## src/rtl/ad5662_pkg.sv

```systemverilog
// Shared frame layout, power-down encodings and receiver state encoding
// for the AD5662 SPI receive decoder.
package ad5662_pkg;

    localparam int FRAME_BITS = 24;
    localparam int PD_LSB     = 16;
    localparam int PD_MSB     = 17;
    localparam int DATA_MSB   = 15;
    localparam int BITCNT_W   = $clog2(FRAME_BITS + 1);

    typedef enum logic [1:0] {
        PD_NORMAL    = 2'b00,
        PD_1K_GND    = 2'b01,
        PD_100K_GND  = 2'b10,
        PD_TRISTATE  = 2'b11
    } pd_mode_e;

    typedef enum logic [1:0] {
        WAIT_HIGH = 2'd0,
        IDLE      = 2'd1,
        SHIFT     = 2'd2,
        HOLD      = 2'd3
    } rx_state_e;

    function automatic logic is_last_bit(input logic [BITCNT_W-1:0] cnt);
        return cnt == BITCNT_W'(FRAME_BITS - 1);
    endfunction

endpackage

```

## src/rtl/spi_in_sync.sv

```systemverilog
// Multi-flop synchronizer for one SPI line, with rise/fall detection on the
// synchronized level.
module spi_in_sync #(
    parameter int SYNC_STAGES = 2
) (
    input  logic clk,
    input  logic reset_n,
    input  logic din,
    output logic level,
    output logic rise,
    output logic fall
);

    logic [SYNC_STAGES-1:0] sync_q;
    logic                   prev_q;

    // Chain resets low so a line already low at reset release never looks
    // like a fresh high level or a falling edge.
    always_ff @(posedge clk or negedge reset_n) begin
        if (!reset_n) begin
            sync_q <= '0;
            prev_q <= 1'b0;
        end else begin
            sync_q <= {sync_q[SYNC_STAGES-2:0], din};
            prev_q <= sync_q[SYNC_STAGES-1];
        end
    end

    assign level = sync_q[SYNC_STAGES-1];
    assign rise  = level & ~prev_q;
    assign fall  = ~level & prev_q;

endmodule

```

## src/rtl/ad5662_spi_rx.sv

```systemverilog
// AD5662 SPI receive decoder: oversamples sclk/mosi/sync_n and commits each
// complete 24-bit frame as a DAC code plus power-down mode.
module ad5662_spi_rx
    import ad5662_pkg::*;
#(
    parameter int          SYNC_STAGES = 2,
    parameter logic [15:0] RESET_CODE  = 16'h0000,
    parameter int          CNT_WIDTH   = 16
) (
    input  logic                 clk,
    input  logic                 reset_n,
    input  logic                 sclk,
    input  logic                 mosi,
    input  logic                 sync_n,
    output logic [15:0]          dac_code,
    output logic [1:0]           pd_mode,
    output logic                 code_valid,
    output logic                 frame_err,
    output logic                 busy,
    output logic [CNT_WIDTH-1:0] frame_cnt
);

    logic sclk_level_unused, sclk_rise_unused, sclk_fall;
    logic mosi_level, mosi_rise_unused, mosi_fall_unused;
    logic sync_level, sync_rise, sync_fall;

    spi_in_sync #(.SYNC_STAGES(SYNC_STAGES)) u_sync_sclk (
        .clk     (clk),
        .reset_n (reset_n),
        .din     (sclk),
        .level   (sclk_level_unused),
        .rise    (sclk_rise_unused),
        .fall    (sclk_fall)
    );

    spi_in_sync #(.SYNC_STAGES(SYNC_STAGES)) u_sync_mosi (
        .clk     (clk),
        .reset_n (reset_n),
        .din     (mosi),
        .level   (mosi_level),
        .rise    (mosi_rise_unused),
        .fall    (mosi_fall_unused)
    );

    spi_in_sync #(.SYNC_STAGES(SYNC_STAGES)) u_sync_sync_n (
        .clk     (clk),
        .reset_n (reset_n),
        .din     (sync_n),
        .level   (sync_level),
        .rise    (sync_rise),
        .fall    (sync_fall)
    );

    rx_state_e             state_q, state_d;
    logic [PD_MSB-1:0]     shift_q;
    logic [PD_MSB:0]       shift_next;
    logic [BITCNT_W-1:0]   bitcnt_q;
    logic                  overrun_q;
    logic [15:0]           dac_q;
    pd_mode_e              pd_q;
    logic                  cv_q, fe_q;
    logic [CNT_WIDTH-1:0]  cnt_q;

    logic shift_en, commit, err, clr_cnt, set_ovr, clr_ovr;

    // Only the 18 meaningful bits are kept; DB23..DB18 fall off the top.
    assign shift_next = {shift_q, mosi_level};

    always_ff @(posedge clk or negedge reset_n) begin
        if (!reset_n) begin
            state_q <= WAIT_HIGH;
        end else begin
            state_q <= state_d;
        end
    end

    always_comb begin
        state_d  = state_q;
        shift_en = 1'b0;
        commit   = 1'b0;
        err      = 1'b0;
        clr_cnt  = 1'b0;
        set_ovr  = 1'b0;
        clr_ovr  = 1'b0;
        case (state_q)
            WAIT_HIGH: begin
                if (sync_level) state_d = IDLE;
            end
            IDLE: begin
                if (sync_fall) begin
                    state_d = SHIFT;
                    clr_cnt = 1'b1;
                    clr_ovr = 1'b1;
                end
            end
            SHIFT: begin
                // A sync_n rise outranks a coincident sclk fall.
                if (sync_rise) begin
                    err     = 1'b1;
                    state_d = IDLE;
                end else if (sclk_fall) begin
                    shift_en = 1'b1;
                    if (is_last_bit(bitcnt_q)) begin
                        commit  = 1'b1;
                        state_d = HOLD;
                    end
                end
            end
            HOLD: begin
                if (sync_rise) begin
                    err     = overrun_q;
                    state_d = IDLE;
                end else if (sclk_fall) begin
                    set_ovr = 1'b1;
                end
            end
            default: state_d = WAIT_HIGH;
        endcase
    end

    always_ff @(posedge clk or negedge reset_n) begin
        if (!reset_n) begin
            shift_q   <= '0;
            bitcnt_q  <= '0;
            overrun_q <= 1'b0;
            dac_q     <= RESET_CODE;
            pd_q      <= PD_NORMAL;
            cv_q      <= 1'b0;
            fe_q      <= 1'b0;
            cnt_q     <= '0;
        end else begin
            cv_q <= commit;
            fe_q <= err;
            if (clr_cnt) begin
                bitcnt_q <= '0;
            end else if (shift_en) begin
                bitcnt_q <= bitcnt_q + BITCNT_W'(1);
            end
            if (shift_en) begin
                shift_q <= shift_next[PD_MSB-1:0];
            end
            if (clr_ovr) begin
                overrun_q <= 1'b0;
            end else if (set_ovr) begin
                overrun_q <= 1'b1;
            end
            if (commit) begin
                dac_q <= shift_next[DATA_MSB:0];
                pd_q  <= pd_mode_e'(shift_next[PD_MSB:PD_LSB]);
                cnt_q <= cnt_q + CNT_WIDTH'(1);
            end
        end
    end

    assign dac_code   = dac_q;
    assign pd_mode    = pd_q;
    assign code_valid = cv_q;
    assign frame_err  = fe_q;
    assign busy       = (state_q == SHIFT) || (state_q == HOLD);
    assign frame_cnt  = cnt_q;

endmodule

```

## config.mk

```make
export PLATFORM = sky130hd
export DESIGN_NAME = ad5662_spi_rx
export DESIGN_NICKNAME = d
export VERILOG_FILES = /design/src/rtl/ad5662_pkg.sv /design/src/rtl/spi_in_sync.sv /design/src/rtl/ad5662_spi_rx.sv
export SDC_FILE = /design/constraint.sdc
export NUM_CORES = 1
export LEC_CHECK = 0
export ABC_AREA = 1
export BUFFER_PORTS_ARGS = -buffer_cell sky130_fd_sc_hd__buf_2
export CORE_ASPECT_RATIO = 0.8
export CORE_MARGIN = 4
export CORE_UTILIZATION = 50
export DETAILED_ROUTE_END_ITERATION = 6
export GPL_ROUTABILITY_DRIVEN = 0
export GPL_TIMING_DRIVEN = 0
export PLACE_DENSITY = 0.7
export SETUP_SLACK_MARGIN = 0.4
export SLEW_MARGIN = 20
export SYNTH_ARGS = -nofsm -noshare
export SYNTH_HDL_FRONTEND = slang
export SYNTH_SLANG_ARGS = --single-unit
export TNS_END_PERCENT = 1
```

## constraint.sdc

```tcl
create_clock -name clk -period 1.82 [get_ports clk]
set_input_delay 0 -clock clk [delete_from_list [all_inputs] [get_ports clk]]
set_output_delay 0 -clock clk [all_outputs]
set_load 0.05 [all_outputs]
```

==> results.toml <==
[drt]
avgViaCountPerCell = 4.83
post_drt_wl_per_cell_um = 12.4
wirelength_um = 6100
drt-initial-drc-count = 132
dr.pass1.iters = 6
postRouteAntennaNets = 0
num_vias = 2375
drc = 0

[cts]
numClockSinks = 69
cts_root_buffer = "clkbuf_8"
cts_max_path_buffers = 2
htree_num_levels = 3
numCtsBuffers = 9
path_clk_slew_ns = 0.07
insertion_delay_ns = 0.34
cts_tree = "done"

[timing]
hold_viol_final = 0
fmax_ghz = 0.662
rsz0062_at_grt = "true"
tns_ns = 0
fin_crit_sh = 0.830
slew_headroom = 0.764
slew_violations = 0
finalClockSkew_ns = 0.00482
worst_slew_pin_slew_ns = 0.354
setup_viol_count_final = 0
min_period_ns = 1.51

[logic_synthesis]
syn-mean-instance-area_um2 = 8.96
synth.distinct_cells = 23
ys_seq_area_frac = 0.570
synth_seq_cells = 69
synth_top_area_share = 0.570
ys_top_cells_by_area = "dfrtp_1, nand2_1, o21ai_0"
synth_edf_count = 0
synthArstFlopShare = 1.00
yosysTopAreaCell = "dfrtp_1"
synthCells = 338
ys.flop_type = "dfrtp_1"
synth_fp_nets = 350
synthesis.area_mm2 = 0.00303
yosysWarnings = 0
yosys-top-cells-count = "nand2_1, dfrtp_1, inv_1"
yosysMostFrequentCell = "nand2_1"

[worst_setup_path]
regToRegEndpoint = "frame_cnt[5]$_DFFE_PN0P_"
ff2ff_setup_slack_ns = 0.31
r2r_cells = 8
startpoint_type = "flop"
cp_common_cell = "nand2_1"
cp_num_buf_inv = 2
worstPathRequired_ns = 2.05
worstPathCellList = "ha_4 -> nand2_1 -> nand3b_4 -> nor2_4 -> buf_6 -> buf_8 -> nand2_1 -> xnor2_1"
critical_path.endpoint_type = "flop"
arrival_ns = 1.74
crit_type = "reg2reg"
rr_startpoint = "bitcnt_q[1]$_DFFE_PN0P_"
cp_slowest_cell = "dfrtp_1"
crit_fanout = 10
max_stage_delay_ns = 0.42
critPathTopFamily = "simple AND/OR/NAND/NOR gates"

[status]
outcome = "complete, no violations"

[finish]
nets = 419
final_core_utilization = 0.647
multi_input_area_mm2 = 0.00113
area_growth_pct = 25.6
fill_cells = 491
postLayoutCellArea_mm2 = 0.00380
seq_area_mm2 = 0.00173
fin_cells = 492
drive_gt1_frac = 0.251
n_antenna_cell = 0

[grt]
grt_first_pass_wirelength_um = 10800
grt_max_degree = 44
grt.overflow.total = 0
antenna_found_initial = 0
track_usage = 0.189
grt_pass1_vias = 2386

[die]
start_util = 0.515
placementRows = 25
ios = 42
die_h_um = 77.6
core_mm2 = 0.00588
fp.dieW_um = 95.0
dieArea_mm2 = 0.00737

[power]
powerDensity_mw_per_mm2 = 899
pwr-share-comb = 0.144
ir_drop_mv = 0.473
seqPwrFrac = 0.495
power.switching_uw = 933
p_leak_uw = 0.00185
pwr-share-clk = 0.360
p_int_uw = 2490
swShare = 0.273

[placement]
placedInstanceArea_mm2 = 0.00339
portBuffers = 41
dpl.hpwl_um = 4130
placed_cells = 461

[flow_run]
maxCapViolCount = 0

[hold_path]
min-delay-path-class = "in2async"
## how the worst max path moves through the flow
stage	to	slack (ns)	start	cells after the start
floorplan	frame_cnt[13]$_DFFE_PN0P_	0.38	bitcnt_q[0]$_DFFE_PN0P_	9
CTS	frame_cnt[11]$_DFFE_PN0P_	0.33	bitcnt_q[0]$_DFFE_PN0P_	9
global route	dac_code[15]$_DFFE_PN0P_	0.21	bitcnt_q[1]$_DFFE_PN0P_	9
detailed placement	shift_q[13]$_DFFE_PN0P_	0.07	state_q[0]$_DFFE_PN0P_	6
global placement	shift_q[9]$_DFFE_PN0P_	0.14	state_q[0]$_DFFE_PN0P_	6
finish	frame_cnt[5]$_DFFE_PN0P_	0.31	bitcnt_q[1]$_DFFE_PN0P_	8
## area by class of cell
class / count / area share
sequential: 69 / 0.456
clock inverter: 3 / 0.0122
timing repair buffer: 58 / 0.105
buffer: 10 / 0.0237
inverter: 42 / 0.0414
clock buffer: 12 / 0.0382
tap: 81 / 0.0266
multi-input combinational: 217 / 0.298
## state kept, by name (all words and copies together) (netlist names)
register and count:
shift_q 17, dac_code 16, frame_cnt 16, bitcnt_q 5, pd_mode 2, state_q 2
u_sync_mosi.sync_q 2, u_sync_sclk.sync_q 2, u_sync_sync_n.sync_q 2, code_valid 1, frame_err 1, overrun_q 1
u_sync_sclk.prev_q 1, u_sync_sync_n.prev_q 1
## per-stage QoR
step | total power [uW] | hold WS [ns] | worst slack, ns
detailed placement | 2100 | -0.0633 | 0.0706
global placement | 2080 | 0.110 | 0.139
global route | 3620 | 0.133 | 0.211
finish | 3420 | 0.110 | 0.309
CTS | 3420 | 0.105 | 0.334
floorplan | 1970 | -0.296 | 0.378
## repair_timing
action,CTS,global route
resized for setup,15,2
pin swaps,3,1
cloned,1,0
setup endpoints to repair,58,59
setup buffers,9,2
hold endpoints to repair,72,0
hold buffers,4,0
## metal layers
metal / share of wire / track usage
met1: 0.47 / 0.246
met2: 0.47 / 0.302
met3: 0.044 / 0.0601
met4: 0.013 / 0.0591
met5: 0 / 0
## kinds of logic after synthesis
group | Yosys count | synth area share
AOI/OAI and AO/OA | 52 | 0.0926
and+or+nand+nor | 150 | 0.210
adders and majority gates | 7 | 0.0289
buffers and inverters | 52 | 0.0748
xor gates and xnor gates | 8 | 0.0231
DFF | 69 | 0.570
## cells in the final DEF, fill, tap and decap left out, drive strengths merged
cell / synthesis / layout
nand2: 101 / 101
dfrtp: 69 / 69
buf: 9 / 63
o21ai: 47 / 47
inv: 42 / 42
nor2: 23 / 23
nand3: 14 / 14
clkbuf: 1 / 13
nand4: 7 / 7
ha: 7 / 7
xnor2: 5 / 5
a21oi: 4 / 4
dlygate4sd3: 0 / 4
nor3: 4 / 4
xor2: 3 / 3
nand3b: 1 / 1
a31oi: 1 / 1
bufinv: 0 / 1
clkinv: 0 / 1
clkinvlp: 0 / 1
## power by group through the flow
| stage | logic [uW] | registers (uW) | clock network (uW) |
|---|---|---|---|
| 5_1_grt | 572 | 1700 | 1340 |
| 6_report | 493 | 1690 | 1230 |
| 3_5_place_dp | 377 | 1720 | 0 |
| 4_1_cts | 462 | 1690 | 1270 |
| 2_1_floorplan | 264 | 1710 | 0 |
| 3_3_place_gp | 360 | 1720 | 0 |
(Power assumes the default switching activity.)
